`config.mk`:
```
export PLATFORM = sky130hd
export DESIGN_NAME = ingress_rdreq_sched_flat
export DESIGN_NICKNAME = d
export VERILOG_FILES = /design/src/rtl/pcie_rdreq_pkg.sv /design/src/rtl/ingress_rdreq_sched_if.sv /design/src/rtl/ingress_rdreq_sched_fifo.sv /design/src/rtl/ingress_rdreq_sched.sv /design/src/flat_wrapper.sv
export SDC_FILE = /design/constraint.sdc
export NUM_CORES = 1
export LEC_CHECK = 0
export BUFFER_PORTS_ARGS = -buffer_cell sky130_fd_sc_hd__buf_2
export CAP_MARGIN = 20
export CORE_AREA = 2 2 371 373
export DETAILED_ROUTE_END_ITERATION = 12
export DIE_AREA = 0 0 373 375
export GPL_TIMING_DRIVEN = 0
export PLACE_DENSITY_LB_ADDON = 0.08
export SETUP_SLACK_MARGIN = 0.4
export SLEW_MARGIN = 25
export SYNTH_ARGS = -nofsm -noshare
export SYNTH_HDL_FRONTEND = slang
export SYNTH_SLANG_ARGS = --single-unit
```
`constraint.sdc`:
```
create_clock -name clk -period 3.8 [get_ports clk]
set_input_delay 0.38 -clock clk [delete_from_list [all_inputs] [get_ports clk]]
set_output_delay 0.38 -clock clk [all_outputs]
set_load 0.05 [all_outputs]
```
`src/rtl/pcie_rdreq_pkg.sv`:
```
// Shared types for the ingress read-request scheduler: target action codes,
// register codes, the decoded rd_tdest layout and the scheduler FSM states.
package pcie_rdreq_pkg;

  typedef enum logic [1:0] {
    ACT_TX  = 2'b00,
    ACT_RX  = 2'b01,
    ACT_GLB = 2'b10,
    ACT_RSV = 2'b11
  } act_e;

  // Per-channel TX/RX register map
  localparam logic [2:0] TRX_REG_CTRL = 3'b000;
  localparam logic [2:0] TRX_REG_STAT = 3'b001;
  localparam logic [2:0] TRX_REG_CFG0 = 3'b010;
  localparam logic [2:0] TRX_REG_CFG1 = 3'b011;
  localparam logic [2:0] TRX_REG_CNT0 = 3'b100;
  localparam logic [2:0] TRX_REG_CNT1 = 3'b101;

  // Global register map
  localparam logic [2:0] GLB_REG_ID   = 3'b000;
  localparam logic [2:0] GLB_REG_CTRL = 3'b001;
  localparam logic [2:0] GLB_REG_STAT = 3'b010;
  localparam logic [2:0] GLB_REG_IRQ  = 3'b011;

  typedef struct packed {
    logic [2:0] reg_sel;
    act_e       act;
    logic [3:0] chn;
  } rd_tdest_t;

  typedef enum logic [1:0] {
    ST_IDLE  = 2'd0,
    ST_ISSUE = 2'd1,
    ST_WAIT  = 2'd2,
    ST_CPL   = 2'd3
  } state_e;

  function automatic logic dest_legal(input rd_tdest_t d, input int chn_num);
    return (d.act != ACT_RSV) && (int'(d.chn) < chn_num);
  endfunction

endpackage

```
`src/rtl/ingress_rdreq_sched_if.sv`:
```
// Request-in / completion-out bus of the read-request scheduler.
// master = parser/egress side, slave = scheduler.
interface ingress_rdreq_sched_if #(
  parameter int META_W = 24
);
  logic              rd_req;
  logic [9:0]        rd_tdest;
  logic [META_W-1:0] rd_meta;
  logic              rd_ovf;
  logic              cpl_valid;
  logic              cpl_rdy;
  logic [31:0]       cpl_data;
  logic [META_W-1:0] cpl_meta;
  logic              cpl_err;

  modport master (
    output rd_req, rd_tdest, rd_meta, cpl_rdy,
    input  rd_ovf, cpl_valid, cpl_data, cpl_meta, cpl_err
  );

  modport slave (
    input  rd_req, rd_tdest, rd_meta, cpl_rdy,
    output rd_ovf, cpl_valid, cpl_data, cpl_meta, cpl_err
  );
endinterface

```
`src/rtl/ingress_rdreq_sched_fifo.sv`:
```
// rdreq_fifo: synchronous first-word-fall-through FIFO with wrap-bit pointers.
module rdreq_fifo #(
  parameter int WIDTH = 33,
  parameter int DEPTH = 4
) (
  input  logic             clk,
  input  logic             rst,
  input  logic             push,
  input  logic [WIDTH-1:0] din,
  input  logic             pop,
  output logic [WIDTH-1:0] dout,
  output logic             full,
  output logic             empty
);
  localparam int AW = $clog2(DEPTH);

  logic [AW:0]      wr_ptr;
  logic [AW:0]      rd_ptr;
  logic [WIDTH-1:0] mem [DEPTH];

  assign full  = (wr_ptr[AW] != rd_ptr[AW]) && (wr_ptr[AW-1:0] == rd_ptr[AW-1:0]);
  assign empty = (wr_ptr == rd_ptr);
  assign dout  = mem[rd_ptr[AW-1:0]];

  always_ff @(posedge clk or posedge rst) begin
    if (rst) begin
      wr_ptr <= '0;
      rd_ptr <= '0;
    end else begin
      if (push && !full) wr_ptr <= wr_ptr + {{AW{1'b0}}, 1'b1};
      if (pop && !empty) rd_ptr <= rd_ptr + {{AW{1'b0}}, 1'b1};
    end
  end

  // Storage carries data only, so it needs no reset
  always_ff @(posedge clk) begin
    if (push && !full) mem[wr_ptr[AW-1:0]] <= din;
  end
endmodule

```
`src/rtl/ingress_rdreq_sched.sv`:
```
// Read-request scheduler: queues parsed reads, issues one register read at a time,
// waits for ack or timeout, returns one completion beat. Optional stats: RDREQ_SCHED_STAT_EN.
module ingress_rdreq_sched
  import pcie_rdreq_pkg::*;
#(
  parameter int CHN_NUM     = 12,
  parameter int FIFO_DEPTH  = 4,
  parameter int TIMEOUT_CYC = 255,
  parameter int META_W      = 24
) (
  input  logic                    clk,
  input  logic                    rst,
  ingress_rdreq_sched_if.slave    bus,
  output logic [2:0]              tgt_reg,
  output logic [CHN_NUM-1:0]      tx_rd_req,
  output logic [CHN_NUM-1:0]      rx_rd_req,
  output logic                    glb_rd_req,
  input  logic [CHN_NUM-1:0]      tx_rd_ack,
  input  logic [CHN_NUM-1:0]      rx_rd_ack,
  input  logic                    glb_rd_ack,
  input  logic [CHN_NUM*32-1:0]   tx_rd_data,
  input  logic [CHN_NUM*32-1:0]   rx_rd_data,
  input  logic [31:0]             glb_rd_data
`ifdef RDREQ_SCHED_STAT_EN
  ,
  input  logic                    stat_clr,
  output logic [15:0]             stat_rd_cnt,
  output logic [15:0]             stat_to_cnt,
  output logic [15:0]             stat_ovf_cnt
`endif
);
  localparam int          FW     = 9 + META_W;
  localparam logic [15:0] TO_LIM = 16'(TIMEOUT_CYC);

  state_e            state, state_nxt;
  rd_tdest_t         wk_dest;
  rd_tdest_t         head_dest;
  logic [META_W-1:0] head_meta;
  logic [FW-1:0]     fifo_dout;
  logic              fifo_full, fifo_empty, fifo_push, fifo_pop;
  logic              head_ok, load_head, cap_ack, cap_to;
  logic              sel_ack, to_hit, issue;
  logic [31:0]       sel_data;
  logic [15:0]       to_cnt;
  logic [31:0]       cpl_data_q;
  logic [META_W-1:0] cpl_meta_q;
  logic              cpl_err_q;
  logic              rd_ovf_q;

  // Full is sampled before this cycle's pop, so a full queue drops even if IDLE pops
  assign fifo_push = bus.rd_req && !fifo_full;
  assign fifo_pop  = (state == ST_IDLE) && !fifo_empty;

  rdreq_fifo #(
    .WIDTH (FW),
    .DEPTH (FIFO_DEPTH)
  ) u_fifo (
    .clk   (clk),
    .rst   (rst),
    .push  (fifo_push),
    .din   ({bus.rd_tdest[8:0], bus.rd_meta}),
    .pop   (fifo_pop),
    .dout  (fifo_dout),
    .full  (fifo_full),
    .empty (fifo_empty)
  );

  assign head_dest = rd_tdest_t'(fifo_dout[FW-1:META_W]);
  assign head_meta = fifo_dout[META_W-1:0];
  assign head_ok   = dest_legal(head_dest, CHN_NUM);
  assign issue     = (state == ST_ISSUE);
  assign to_hit    = ((to_cnt + 16'd1) == TO_LIM);

  // Target strobe decode and ack/data select; only the working target is observed
  always_comb begin
    tx_rd_req  = '0;
    rx_rd_req  = '0;
    glb_rd_req = 1'b0;
    sel_ack    = 1'b0;
    sel_data   = '0;
    for (int n = 0; n < CHN_NUM; n++) begin
      if (wk_dest.chn == 4'(n)) begin
        if (wk_dest.act == ACT_TX) begin
          tx_rd_req[n] = issue;
          sel_ack      = tx_rd_ack[n];
          sel_data     = tx_rd_data[n*32 +: 32];
        end else if (wk_dest.act == ACT_RX) begin
          rx_rd_req[n] = issue;
          sel_ack      = rx_rd_ack[n];
          sel_data     = rx_rd_data[n*32 +: 32];
        end
      end
    end
    if (wk_dest.act == ACT_GLB) begin
      glb_rd_req = issue;
      sel_ack    = glb_rd_ack;
      sel_data   = glb_rd_data;
    end
    tgt_reg = issue ? wk_dest.reg_sel : 3'd0;
  end

  always_ff @(posedge clk or posedge rst) begin
    if (rst) state <= ST_IDLE;
    else     state <= state_nxt;
  end

  always_comb begin
    state_nxt = state;
    load_head = 1'b0;
    cap_ack   = 1'b0;
    cap_to    = 1'b0;
    unique case (state)
      ST_IDLE: begin
        if (!fifo_empty) begin
          load_head = 1'b1;
          state_nxt = head_ok ? ST_ISSUE : ST_CPL;
        end
      end
      ST_ISSUE: state_nxt = ST_WAIT;
      ST_WAIT: begin
        // An ack on the timeout cycle still wins
        if (sel_ack) begin
          cap_ack   = 1'b1;
          state_nxt = ST_CPL;
        end else if (to_hit) begin
          cap_to    = 1'b1;
          state_nxt = ST_CPL;
        end
      end
      ST_CPL: if (bus.cpl_rdy) state_nxt = ST_IDLE;
      default: state_nxt = ST_IDLE;
    endcase
  end

  // Working request and completion beat registers
  always_ff @(posedge clk or posedge rst) begin
    if (rst) begin
      wk_dest    <= '0;
      to_cnt     <= '0;
      cpl_data_q <= '0;
      cpl_meta_q <= '0;
      cpl_err_q  <= 1'b0;
      rd_ovf_q   <= 1'b0;
    end else begin
      rd_ovf_q <= bus.rd_req && fifo_full;
      if (load_head) begin
        wk_dest    <= head_dest;
        cpl_meta_q <= head_meta;
        cpl_data_q <= '0;
        cpl_err_q  <= !head_ok;
      end
      if (issue) to_cnt <= '0;
      if (cap_ack) begin
        cpl_data_q <= sel_data;
        cpl_err_q  <= 1'b0;
      end else if (cap_to) begin
        cpl_data_q <= '0;
        cpl_err_q  <= 1'b1;
      end else if (state == ST_WAIT) begin
        to_cnt <= to_cnt + 16'd1;
      end
    end
  end

  assign bus.rd_ovf    = rd_ovf_q;
  assign bus.cpl_valid = (state == ST_CPL);
  assign bus.cpl_data  = cpl_data_q;
  assign bus.cpl_meta  = cpl_meta_q;
  assign bus.cpl_err   = cpl_err_q;

`ifdef RDREQ_SCHED_STAT_EN
  function automatic logic [15:0] sat_inc(input logic [15:0] v);
    return (v == 16'hFFFF) ? v : v + 16'd1;
  endfunction

  always_ff @(posedge clk or posedge rst) begin
    if (rst) begin
      stat_rd_cnt  <= '0;
      stat_to_cnt  <= '0;
      stat_ovf_cnt <= '0;
    end else if (stat_clr) begin
      stat_rd_cnt  <= '0;
      stat_to_cnt  <= '0;
      stat_ovf_cnt <= '0;
    end else begin
      if (bus.cpl_valid && bus.cpl_rdy) stat_rd_cnt  <= sat_inc(stat_rd_cnt);
      if (cap_to)                       stat_to_cnt  <= sat_inc(stat_to_cnt);
      if (rd_ovf_q)                     stat_ovf_cnt <= sat_inc(stat_ovf_cnt);
    end
  end
`endif
endmodule

```
`src/flat_wrapper.sv`:
```
// flat-port wrapper written by rule: the top's interface ports become plain ports
module ingress_rdreq_sched_flat import pcie_rdreq_pkg::*;
#(
  parameter int CHN_NUM     = 12,
  parameter int FIFO_DEPTH  = 4,
  parameter int TIMEOUT_CYC = 255,
  parameter int META_W      = 24
)
  (clk, rst, tgt_reg, tx_rd_req, rx_rd_req, glb_rd_req, tx_rd_ack, rx_rd_ack, glb_rd_ack, tx_rd_data, rx_rd_data, glb_rd_data, bus_rd_req, bus_rd_tdest, bus_rd_meta, bus_cpl_rdy, bus_rd_ovf, bus_cpl_valid, bus_cpl_data, bus_cpl_meta, bus_cpl_err);
  ingress_rdreq_sched_if #(.META_W(META_W)) bus_i ();
  input  logic clk;
  input  logic rst;
  output logic [2:0] tgt_reg;
  output logic [CHN_NUM-1:0] tx_rd_req;
  output logic [CHN_NUM-1:0] rx_rd_req;
  output logic glb_rd_req;
  input  logic [CHN_NUM-1:0] tx_rd_ack;
  input  logic [CHN_NUM-1:0] rx_rd_ack;
  input  logic glb_rd_ack;
  input  logic [CHN_NUM*32-1:0] tx_rd_data;
  input  logic [CHN_NUM*32-1:0] rx_rd_data;
  input  logic [31:0] glb_rd_data;
  input wire logic [$bits(bus_i.rd_req)-1:0] bus_rd_req;
  input wire logic [$bits(bus_i.rd_tdest)-1:0] bus_rd_tdest;
  input wire logic [$bits(bus_i.rd_meta)-1:0] bus_rd_meta;
  input wire logic [$bits(bus_i.cpl_rdy)-1:0] bus_cpl_rdy;
  output wire logic [$bits(bus_i.rd_ovf)-1:0] bus_rd_ovf;
  output wire logic [$bits(bus_i.cpl_valid)-1:0] bus_cpl_valid;
  output wire logic [$bits(bus_i.cpl_data)-1:0] bus_cpl_data;
  output wire logic [$bits(bus_i.cpl_meta)-1:0] bus_cpl_meta;
  output wire logic [$bits(bus_i.cpl_err)-1:0] bus_cpl_err;
  assign bus_i.rd_req = bus_rd_req;
  assign bus_i.rd_tdest = bus_rd_tdest;
  assign bus_i.rd_meta = bus_rd_meta;
  assign bus_i.cpl_rdy = bus_cpl_rdy;
  assign bus_rd_ovf = bus_i.rd_ovf;
  assign bus_cpl_valid = bus_i.cpl_valid;
  assign bus_cpl_data = bus_i.cpl_data;
  assign bus_cpl_meta = bus_i.cpl_meta;
  assign bus_cpl_err = bus_i.cpl_err;
  ingress_rdreq_sched #(.CHN_NUM(CHN_NUM), .FIFO_DEPTH(FIFO_DEPTH), .TIMEOUT_CYC(TIMEOUT_CYC), .META_W(META_W)) u_core (.clk(clk), .rst(rst), .bus(bus_i), .tgt_reg(tgt_reg), .tx_rd_req(tx_rd_req), .rx_rd_req(rx_rd_req), .glb_rd_req(glb_rd_req), .tx_rd_ack(tx_rd_ack), .rx_rd_ack(rx_rd_ack), .glb_rd_ack(glb_rd_ack), .tx_rd_data(tx_rd_data), .rx_rd_data(rx_rd_data), .glb_rd_data(glb_rd_data));
endmodule
```
After elaboration in Yosys (flattened, before gate mapping)

Memories as Yosys holds them, arrays and structs flattened.
Cells that the tools add are included.

Word-level logic and storage cells: 183
Register bits after elaboration: 91
Memories kept: 1
RAM bits: 132
Output and inout bits: 87
Input bits: 863

Magnitude comparators: 1
Multiplexer cells: 128
Reduce and logical (&&, ||, !) cells: 15
Eq/ne operators: 24
$add $sub $neg: 3

Memories:

| memory            | words | bits a word | rd ports | clocked after memory_dff | write ports | RTL line                       | text |
|---|---|---|---|---|---|---|---|
| u_core.u_fifo.mem | 4     | 33          | 1        | 0                        | 1           | ingress_rdreq_sched_fifo.sv:19 | `logic [WIDTH-1:0] mem [DEPTH];` |

Operators with widths:

| kind                                                                    | count |
|---|---|
| 32-bit two-way mux                                                      | 40 |
| 1-bit two-way mux                                                       | 77 |
| 16-bit two-way mux                                                      | 4 |
| 16-bit by 1-bit adder with 16-bit output, second input constant         | 1 |
| 16-bit by 8-bit equality test with 1-bit output, second input constant  | 1 |
| 4-bit by 3-bit equality test with 1-bit output, second input constant   | 4 |
| 4-bit equality test, second input constant                              | 4 |
| 2-bit two-way mux                                                       | 5 |
| 4-bit by 2-bit equality test with 1-bit output, second input constant   | 2 |
| 2-bit one-hot mux with 4 select lines                                   | 1 |
| 1-bit logical AND                                                       | 7 |
| 3-bit by 1-bit adder with 3-bit output, second input constant           | 2 |
| 2-bit equality test, second input constant                              | 3 |
| 2-bit inequality test, second input constant                            | 3 |
| 2-bit by 1-bit equality test with 1-bit output, second input constant   | 2 |
| 4-bit by 1-bit equality test with 1-bit output, second input constant   | 1 |
| 2-bit logical NOT                                                       | 2 |
| 4-bit logical NOT                                                       | 1 |
| 4-bit less-than comparator, second input constant                       | 1 |
| 3-bit equality test                                                     | 1 |
| 1-bit logical NOT                                                       | 3 |
| 3-bit two-way mux                                                       | 1 |
| 3-bit by 1-bit inequality test with 1-bit output, second input constant | 1 |
| 3-bit AND reduction                                                     | 1 |
| 3 further kinds                                                         | 3 |

Longest topological paths before layout

Depth after elaboration: 42
Mapped depth: 13
Mapped depth without buffers: 8

By module

Synthesis repeated with hierarchy kept, for this count alone.

Cell total of the unflattened synthesis: 1661
Area, all modules: 17269.1 µm²

By module, submodules not included:

| module              | times used | seq. area each (µm²) | cells each | area an instance (µm²) |
|---|---|---|---|---|
| ingress_rdreq_sched | 1          | 2127.0               | 1439       | 11995.3 |
| rdreq_fifo          | 1          | 4113.9               | 222        | 5273.8 |

Worst setup path after synthesis

OpenSTA, ideal clock, no wires.

Path type: reg-to-output
From: reg u_core.wk_dest[4] (netlist name)
To: out rx_rd_req[2]
Data arrival time: 3.312 ns
Buffers on the path: 8
Stages on the path, launching flop included: 11
Path slack: 0.108 ns
Data required time: 3.420 ns
Cell sequence: dfrtp_1 > buf_6 > buf_6 > buf_6 > buf_6 > buf_6 > buf_4 > buf_6 > buf_4 > nand3_1 > nor4_1

Longest elaborated chain between the ends: 4
Elaborated cells on any way between the ends: 5
Those cells by class: eq/ne: 1; mux: 3; reduce/logical: 1

Ends and longest elaborated chain:

| element                                        | RTL line                   | text |
|---|---|---|
| start, declared                                | ingress_rdreq_sched.sv:36  | `rd_tdest_t wk_dest;` |
| start signal, assigned                         | ingress_rdreq_sched.sv:147 | `wk_dest <= head_dest;` |
| 2-bit by 1-bit equality test with 1-bit output | ingress_rdreq_sched.sv:87  | `end else if (wk_dest.act == ACT_RX) begin` |
| 1-bit two-way mux                              | ingress_rdreq_sched.sv:87  |  |
| 1-bit two-way mux (*)                          | ingress_rdreq_sched.sv:83  | `if (wk_dest.act == ACT_TX) begin` |
| 1-bit two-way mux (*)                          | ingress_rdreq_sched.sv:82  | `if (wk_dest.chn == 4'(n)) begin` |
| end, declared                                  | flat_wrapper.sv:15         | `output logic [CHN_NUM-1:0] rx_rd_req;` |

Mark *: on every way between the ends. The rest lies on a longest branch, timed or not.

Worst setup path in the final report

From: reg u_core.wk_dest[2] (netlist name)
To: reg u_core.cpl_data_q[0] (netlist: u_core.bus.cpl_data[0])

Longest elaborated chain between the ends: 40
Elaborated cells on any way between the ends: 89
Those cells by class: eq/ne: 11; mux: 76; reduce/logical: 2

Ends and longest elaborated chain:

| element              | RTL line                   | text |
|---|---|---|
| 4-bit logical NOT    | ingress_rdreq_sched.sv:82  |  |
| 1-bit two-way mux    | ingress_rdreq_sched.sv:82  |  |
| 1-bit two-way mux    | ingress_rdreq_sched.sv:87  |  |
| 1-bit two-way mux    | ingress_rdreq_sched.sv:83  |  |
| 1-bit two-way mux    | ingress_rdreq_sched.sv:82  |  |
| 1-bit two-way mux    | ingress_rdreq_sched.sv:87  |  |
| 1-bit two-way mux    | ingress_rdreq_sched.sv:83  |  |
| 1-bit two-way mux    | ingress_rdreq_sched.sv:82  |  |
| [24 not listed]      | n/a                        |  |
| 1-bit two-way mux    | ingress_rdreq_sched.sv:87  |  |
| 1-bit two-way mux    | ingress_rdreq_sched.sv:83  |  |
| 1-bit two-way mux    | ingress_rdreq_sched.sv:82  |  |
| 1-bit two-way mux    | ingress_rdreq_sched.sv:94  | `if (wk_dest.act == ACT_GLB) begin` |
| 1-bit two-way mux    | ingress_rdreq_sched.sv:122 | `if (sel_ack) begin` |
| 1-bit two-way mux    | ingress_rdreq_sched.sv:112 | `unique case (state)` |
| 32-bit two-way mux   | ingress_rdreq_sched.sv:156 | `end else if (cap_to) begin` |
| 32-bit two-way mux   | ingress_rdreq_sched.sv:153 | `if (cap_ack) begin` |
| end signal, assigned | ingress_rdreq_sched.sv:154 | `cpl_data_q <= sel_data;` |
| end, declared        | ingress_rdreq_sched.sv:45  | `logic [31:0] cpl_data_q;` |

Several ways; a longest one is shown, not always the timed one.
A chain may end at the register's enable or synchronous reset.

==> results.cfg <==
[global_route]
antenna_found_initial = 271
grt_first_pass_wirelength_um = 236400
grt_max_degree = 51
grt_usage = 0.2637
grt_pass1_vias = 20250
grt_overflow_total = 0

[finish]
syn_to_final_growth_pct = 58.54
final_core_util = 0.1956
nets = 3409
fin_cells = 4442
final_common_cell = buf_2
fill_cells = 15320
drive_gt1_frac = 0.5475
final_cell_mix = buf_2 (957), mux2i_1 (197), edfxtp_1 (132), nand2_1 (93), mux4_2 (91)

[clocking]
ctsRootBufferMaster = clkbuf_16
h-tree-depth = 1
cts_tree = built
cts.sinks = 223
clkLatencyLatePin_ns = 0.62
cts.clk_slew.worst_paths_ns = 0.06
numCtsBuffers = 30
clock_path_buffers = 3

[setup_path]
worstSetupStartpointType = flop
endpoint_kind = flop
cp_top_family = buffers and inverters
path_buf_inv = 4
crit_chain = buf_6, buf_2, buf_2, nand4bb_2, nor2_4, clkbuf_4, a21oi_1, a31oi_2, o21ai_1, a32o_1
crit_cells = 10
r2r_cells = 10
crit_slowest_cell = a31oi_2
crit_arrival_ns = 3.84
max_stage_delay_ns = 0.43
worst_ep_required_time_ns = 4.26
critPathMaxFanout = 10
cpMostUsedCell = buf_2
path_class = reg2reg

[sta]
min_period_ns = 3.381
hold_violations = 0
whs_ns = 0.1148
clock-skew-final_ns = 0.05759
period_share = 0.8898
setup_viol = 0
slew_headroom = 0.3934
drv_slew = 0
worstMarginPinSlew_ns = 0.9099
rsz0062_at_grt = no
max_freq_mhz = 295.7

[pwr]
irDropWorstVdd_mv = 0.3127
power.share.clock = 0.139
pwr-share-seq = 0.166
p_leak_nw = 11.31
swShare = 0.5215
pwr-share-comb = 0.694
intPower_mw = 10.37
p_per_area_nw_per_um2 = 813.3
p_switching_mw = 11.30

[drt]
antenna_left = 0
vias_per_cell = 4.536
drc = 0
vias = 20150
drtIter0Drc = 1750
first_pass_iters = 5
wl_per_cell_um = 43.08
wirelength_um = 191400

[synthesis]
ys_seq_area_frac = 0.3712
yosysTopAreaCell = edfxtp_1
synth_enable_flop_cells = 132
ys_warn_count = 0
syn-cell-area_sq_um = 16810
syn_inst = 1494
ys_ff_latch = 223
ys_async_sr_fraction = 0.4081
synth_fp_nets = 2368
synth_area_leaders = edfxtp_1 (24%), dfrtp_1 (14%), mux2i_1 (13%)
synth_flop_cell = edfxtp_1
synth.avg_cell_area_sq_um = 11.25
synth.distinct_cells = 83
synth_top_area_share = 0.2358

[floorplan]
die_w_um = 373
start_util = 0.1233
dieHeight_um = 375
dieArea_sq_um = 139900
ios = 950
fp-row-count = 136
design.core.area_sq_um = 136300

[min_path]
min_path_type = in2reg
hold_depth = 3

[placement]
gp_congestion = 1.053
portBuffers = 948
dp_hpwl_um = 166700
place_inst = 4244

[job]
max_cap_viol_count = 0

[run_status]
outcome = completed
worst paths after layout:
path	start	endpoint	slack, ns
worst max-delay path	u_core.wk_dest[2]	u_core.bus.cpl_data[0]	0.42
worst min-delay path	glb_rd_data[3]	u_core.bus.cpl_data[3]	0.11
worst max register to register	u_core.wk_dest[2]	u_core.bus.cpl_data[0]	0.42
worst min register to register	u_core.bus.cpl_data[16]	u_core.bus.cpl_data[16]	0.49
max in group asynchronous	rst	u_core.bus.cpl_meta[4]	2.79
min in group asynchronous	rst	u_core.bus.cpl_meta[7]	0.34
through the flow:
step                      instance area [sq um]  worst slack [ns]  TNS [ns]  power, mW
after floorplan                           16820            0.4455         0      11.39
after global placement                    23810            -1.363   -143.26      17.73
after detailed placement                  24020           -0.7891    -16.96      17.87
after CTS                                 26260            0.2717         0      21.89
after global routing                      26530            0.4004         0      22.52
final                                     26650            0.4187         0      21.68
cell families after synthesis:
kind of cell | after synthesis | share of synthesized area
XOR/XNOR | 11 | 0.005730
AND/OR/NAND/NOR | 319 | 0.09779
adder cells (fa/ha/maj) | 11 | 0.008186
buffers and inverters | 159 | 0.05232
multiplexers | 377 | 0.2977
AO/OA/AOI/OAI | 394 | 0.1671
flip-flops | 223 | 0.3712
power groups by stage:
stage               registers, mW  logic [mW]  clock network, mW
floorplan                    4.46        6.93                  0
global placement             3.67        14.1                  0
detailed placement           3.66        14.2                  0
CTS                          3.61        15.1               3.14
global route                 3.68        15.6               3.22
finish                       3.61        15.0               3.02
synthesized netlist by cell type, types with 26 or more instances:
cell type	n
mux2i_1	212
clkbuf_1	60
dfrtp_1	91
edfxtp_1	132
o21ai_0	87
mux4_2	91
a21oi_1	49
mux2_2	73
nand3_1	26
o22ai_1	38
nor2_1	58
nand2_1	96
buf_2	30
nor3_1	42
cell type report:
cell class | instances | area [sq um] | share of cell area
multi-input cells | 1112 | 10220 | 0.3836
flip-flops and latches | 223 | 6242 | 0.2342
repair buffers | 1009 | 5463 | 0.2049
well taps | 1794 | 2245 | 0.08421
plain buffers | 141 | 1120 | 0.04201
clock buffers | 41 | 842.1 | 0.03159
diodes | 89 | 222.7 | 0.008356
clock inverters | 15 | 217.7 | 0.008168
inverters | 18 | 78.83 | 0.002957
sequential cells by signal, summed over array words and instances, names as in the netlist:
signal	count
u_core.u_fifo.wr_ptr	3
u_core.u_fifo.mem	132
u_core.bus.cpl_meta	24
u_core.bus.cpl_err	1
u_core.bus.rd_ovf	1
u_core.bus.cpl_data	32
u_core.u_fifo.rd_ptr	3
u_core.state	2
u_core.wk_dest	9
u_core.to_cnt	16
tightest hold or removal path, cell delays in order:
cell and delay, ns:
buf_2 0.08, a211oi_1 0.06, o2bb2ai_1 0.13
layer usage:
metal / up-vias / wire length [um] / global-route usage
met4: 106 / 9501 / 0.1031
met2: 1262 / 92170 / 0.4546
li1: 8212 / - / -
met5: - / 701 / 0
met3: 503 / 18100 / 0.09516
met1: 10070 / 70900 / 0.2950
what timing repair did:
item,CTS,global route
hold buffers,34,0
endpoints found under the setup margin,67,46
pin swaps,14,5
gates cloned,1,0
resized for setup,204,35
setup buffers,11,7
hold endpoints to repair,178,0
Power figures use the tool's default switching activity.
